===== src/rtl/barrido_tabla_verdad.sv =====
`default_nettype none
// +--------------------------------------------------------------------------+
// | barrido_tabla_verdad                                                     |
// | Exhaustive truth-table sweeper: drives every input vector to a small     |
// | combinational DUT, captures each response and folds it into a MISR.      |
// | Optional: BARRIDO_GRAY_EN selects Gray-ordered vectors.                  |
// | Rev 1.0                                                                  |
// +--------------------------------------------------------------------------+
module barrido_tabla_verdad #(
  parameter int               N_IN  = 3,
  parameter int               N_OUT = 2,
  parameter int               HOLD  = 1,
  parameter int               SIG_W = 8,
  parameter logic [SIG_W-1:0] POLY  = 8'h1D
) (
  input  logic             clk,
  input  logic             rst_n,
  input  logic             start,
  input  logic             abort,
  output logic [N_IN-1:0]  dut_in,
  input  logic [N_OUT-1:0] dut_out,
  output logic             busy,
  output logic             done,
  output logic             sample_valid,
  output logic [N_IN-1:0]  sample_idx,
  output logic [N_IN-1:0]  sample_vec,
  output logic [N_OUT-1:0] sample_data,
  output logic [SIG_W-1:0] signature
);

  localparam int              CNT_W    = (HOLD > 0) ? $clog2(HOLD + 1) : 1;
  localparam logic [CNT_W-1:0] C_HOLD   = CNT_W'(HOLD);
  localparam logic [N_IN:0]   C_LAST   = (N_IN + 1)'((1 << N_IN) - 1);
  localparam logic [N_IN:0]   C_ONE    = (N_IN + 1)'(1);

  typedef enum logic [0:0] {
    S_IDLE  = 1'b0,
    S_SWEEP = 1'b1
  } state_t;

  state_t            r_state;
  state_t            w_next;
  logic [N_IN:0]     r_idx;
  logic [N_IN:0]     w_idx_inc;
  logic [CNT_W-1:0]  r_cnt;
  logic              w_launch;
  logic              w_abort;
  logic              w_capture;
  logic              w_last;
  logic              w_count;
  logic [SIG_W-1:0]  w_sig_next;

  function automatic logic [N_IN-1:0] vec_of(input logic [N_IN-1:0] k);
`ifdef BARRIDO_GRAY_EN
    return k ^ (k >> 1);
`else
    return k;
`endif
  endfunction

  assign w_idx_inc  = r_idx + C_ONE;
  assign w_sig_next = ({signature[SIG_W-2:0], 1'b0} ^ (signature[SIG_W-1] ? POLY : '0))
                      ^ SIG_W'(dut_out);

  always_ff @(posedge clk or negedge rst_n) begin
    if (!rst_n) begin
      r_state <= S_IDLE;
    end else begin
      r_state <= w_next;
    end
  end

  // abort outranks a capture that falls on the same edge
  always_comb begin
    w_next    = r_state;
    w_launch  = 1'b0;
    w_abort   = 1'b0;
    w_capture = 1'b0;
    w_last    = 1'b0;
    w_count   = 1'b0;
    case (r_state)
      S_IDLE: begin
        if (start && !abort) begin
          w_next   = S_SWEEP;
          w_launch = 1'b1;
        end
      end
      S_SWEEP: begin
        if (abort) begin
          w_next  = S_IDLE;
          w_abort = 1'b1;
        end else if (r_cnt == C_HOLD) begin
          w_capture = 1'b1;
          if (r_idx == C_LAST) begin
            w_last = 1'b1;
            w_next = S_IDLE;
          end
        end else begin
          w_count = 1'b1;
        end
      end
      default: w_next = S_IDLE;
    endcase
  end

  always_ff @(posedge clk or negedge rst_n) begin
    if (!rst_n) begin
      r_idx        <= '0;
      r_cnt        <= '0;
      dut_in       <= '0;
      busy         <= 1'b0;
      done         <= 1'b0;
      sample_valid <= 1'b0;
      sample_idx   <= '0;
      sample_vec   <= '0;
      sample_data  <= '0;
      signature    <= '0;
    end else begin
      sample_valid <= 1'b0;
      done         <= 1'b0;
      if (w_launch) begin
        busy      <= 1'b1;
        r_idx     <= '0;
        r_cnt     <= '0;
        signature <= '0;
        dut_in    <= vec_of('0);
      end
      if (w_abort) begin
        busy   <= 1'b0;
        dut_in <= '0;
        r_cnt  <= '0;
      end
      if (w_count) begin
        r_cnt <= r_cnt + 1'b1;
      end
      if (w_capture) begin
        sample_valid <= 1'b1;
        sample_idx   <= r_idx[N_IN-1:0];
        sample_vec   <= dut_in;
        sample_data  <= dut_out;
        signature    <= w_sig_next;
        r_cnt        <= '0;
        r_idx        <= w_idx_inc;
        if (w_last) begin
          busy   <= 1'b0;
          done   <= 1'b1;
          dut_in <= '0;
        end else begin
          dut_in <= vec_of(w_idx_inc[N_IN-1:0]);
        end
      end
    end
  end

endmodule
`default_nettype wire


===== config.mk =====
export PLATFORM = sky130hd
export DESIGN_NAME = barrido_tabla_verdad
export DESIGN_NICKNAME = d
export VERILOG_FILES = /design/src/rtl/barrido_tabla_verdad.sv
export SDC_FILE = /design/constraint.sdc
export NUM_CORES = 1
export LEC_CHECK = 0
export ABC_AREA = 0
export CAP_MARGIN = 20
export CORE_UTILIZATION = 30
export DETAILED_ROUTE_END_ITERATION = 6
export SKIP_CTS_REPAIR_TIMING = 1
export SYNTH_ARGS = -nofsm -noshare
export SYNTH_HDL_FRONTEND = slang
export SYNTH_SLANG_ARGS = --single-unit

===== constraint.sdc =====
create_clock -name clk -period 1.83 [get_ports clk]
set_input_delay 0.183 -clock clk [delete_from_list [all_inputs] [get_ports clk]]
set_output_delay 0.183 -clock clk [all_outputs]
set_load 0.01 [all_outputs]

==> results list <==
* Launching element type of the critical path: flop
- Placed Instances: 159
* Critical path buffer and inverter count: 1
- The first global-routing pass estimated 3420 um of wire.
- Routability-driven placement finished with a final weighted congestion of 0.761.
- Counting every sink on the clock net gives 28.
- The final layout contains routed wiring with a total length of 2110 um.
* Slowest Stage Delay on Critical Path: 0.60 ns
* Count of mapped cells out of synthesis: 87
- After detailed routing, the number of remaining DRC violations is 0.
- Among cell families on the critical path, the largest total delay comes from buffers and inverters.
- Critical Path RT: 1.65 ns
- Input and output buffers added on the ports amount to 27.
- The analysis attributes to cell leakage a power of 0.000777 uW.
* Clock skew after layout: 0.00501 ns
- The tool flagged a number of max-cap violations equal to 0.
- Kind of path behind the tightest hold check: input port to asynchronous set/reset pin
- Initial Util: 32.0%
- For this design the ratio of total power to cell area is 844 nW/um^2.
- Worst relative slew slack: 74.7%
- The share of the Yosys chip area taken by registers is 59.0%.
* Final design area excluding fillers: 1550 sq um
- Placed Instance Area: 1490 sq um
* Number of slew-limit violations in the final report: 0
- Clk slew on worst S/H paths: 0.09 ns
- Minimum hold slack: 0.289 ns
* Launch point of the worst reg-to-reg path: r_state
* Run status: finished clean
* TritonRoute pass-1 iters: 4
- After detailed routing, the average wire length per cell comes to 12.9 um.
- HPWL after DPL: 1490 um
- Number of rows in the core area: 22
- TritonCTS built the clock tree.
* Worst setup path startpoint: signature[7]
- Ant. Diodes: 0
- The synthesized design contains 0 enable-type register cells.
- The finished layout holds 163 standard cells, fillers aside.
* Total track usage: 10.6%
* Post-synth top area share: 59.0%
* Cell Area, Synth: 1190 sq um
- Final setup fails: 0
- Syn_nets: 94
- After the last flow step, the layout net total stands at 123.
- The netlist uses 30 different library cells.
- The total area inside the core boundary comes to 3720 sq um.
- Critical-path cell with the highest stage delay: clkdlybuf4s50_1
- IO Count: 28
* Layout cell share with drive strength beyond 1: 16.5%
- From left edge to right edge, the die measures 64.9 um.
- Via count normalized by instance count: 4.79
- Synthesis inferred 28 register bits.
- STA puts the critical path data arrival time at 1.38 ns.
* Area leader, netlist: dfrtp_1
* Latest clock arrival within the worst-skew pair: 0.27 ns
- Measured on the finished design, the core utilization comes to 41.7%.
* Setup TNS Final: 0 ns
- For this run, the leading register cell type out of synthesis is dfrtp_1.
- The routed design could run at a clock period as short as 1.56 ns.
- After synthesis, the share of flip-flops with an asynchronous set or reset is 100%.
* Top fanout value on the critical path: 6
- Total overflow reported by the global router: 0
- At the pin with the least slew margin, the transition time is 0.380 ns.
- Setup repair after global routing left no endpoint under its margin.
- The average instance in the mapped netlist occupies 13.6 sq um.
- The routed layout has 781 vias.
- During synthesis, Yosys emitted a total of 0 warnings.
- The count of nets left with antenna violations once routing finished came out at 0.
* Initial antenna violation count: 0
- Top achievable clock speed: 640 MHz
* Area contributors post-synth: dfrtp_1, mux2_2, a22o_1
- The number of hold-slack violations in the final timing report was 0.
* Leading cell type by number of instances after synthesis: dfrtp_1
- IR analysis of the VDD net gives a maximum drop of 582 uV.
- After layout, the worst path uses 85.3% of the clock period.
* Number of buffers inserted during clock tree synthesis: 3
- The worst setup path is captured at a primary output.
- In this run the number of H-tree levels came out at 1.
- The tree is rooted in a clkbuf_8.
- Traced cell by cell, the critical path runs through clkdlybuf4s50_1.
- Number of DRC violations after detailed-routing iteration 0: 14
* Via count of the first global-routing pass: 737
* Die H: 64.9 um
- Entering global routing, the biggest net connects 29 pins.
- The critical path in this run is classified as flop to primary output.
- Counting along the longest clock path gives a buffer depth of 2.
- Counting instances in the post-synthesis netlist gives the leading cell types as dfrtp_1, mux2_2.
* Area added between synthesis and finish: 30.5%
- Full die area: 4210 sq um
[sequential cells by signal, summed over array words and instances, names as in the netlist]
signal,count
busy,1
done,1
dut_in,3
r_cnt,1
r_idx,4
r_state,1
sample_data,2
sample_idx,3
sample_valid,1
sample_vec,3
signature,8
[routing by layer]
layer  vias to the layer above  part of all wire [%]  track usage, %  wire, um
li1                        374                     -               -         -
met1                       385                    49            14.5      1040
met2                        22                    46            16.7       975
met3                         0                   4.3            3.35        91
met4                         0                     0            1.67         0
met5                         -                     0               0         0
[cells in the final DEF (no fill, tap or decap), drive strengths merged, types with 4 or more instances in the layout]
cell and instances:
clkbuf 4, dfrtp 28, a21o 5, mux2 9, a22o 9, clkdlybuf4s50 27
xor2 5, nor2 5
[final cells by class]
class | instances | area [sq um]
fill | 353 | 2170
sequential | 28 | 701
multi-input combinational | 52 | 440
timing repair buffer | 29 | 285
tap | 48 | 60.1
clock buffer | 4 | 55.1
inverter | 2 | 7.51
[through the flow]
| stage | total power (uW) | setup slack [ns] |
|---|---|---|
| detailed placement | 949 | 0.280 |
| CTS | 1330 | 0.273 |
| finish | 1310 | 0.269 |
| global route | 1370 | 0.237 |
| global placement | 945 | 0.310 |
| floorplan | 822 | 0.564 |
[where the power goes]
part	leakage, uW	switching [uW]	internal, uW
clock	0.0000288	181	192
sequential	0.000379	43.6	670
combinational	0.000369	88.3	132
total	0.000777	313	994
[logic make-up (layout without fill, tap and decap cells)]
kind of cell	after synthesis	in the layout	share of synthesized area [%]
AOI/OAI and AO/OA	20	20	14.3
xor gates and xnor gates	6	6	4.43
adders and majority gates	1	1	1.05
buffers and inverters	7	35	3.90
DFF	28	28	59.0
muxes	9	9	8.54
and+or+nand+nor	16	16	8.75
[path summary, 6_finish.rpt]
path                                 end  slack [ns]  depth (start not counted)
setup / recovery            signature[7]        0.27                          1
hold / removal             sample_idx[2]        0.29                          2
setup reg to reg                r_idx[3]        0.41                          3
hold reg to reg            sample_idx[2]        0.51                          1
max in group asynchronous      dut_in[0]        1.27                          2
min in group clk           sample_idx[2]        0.51                          1
Note: power is estimated with default switching activity, not from simulation.
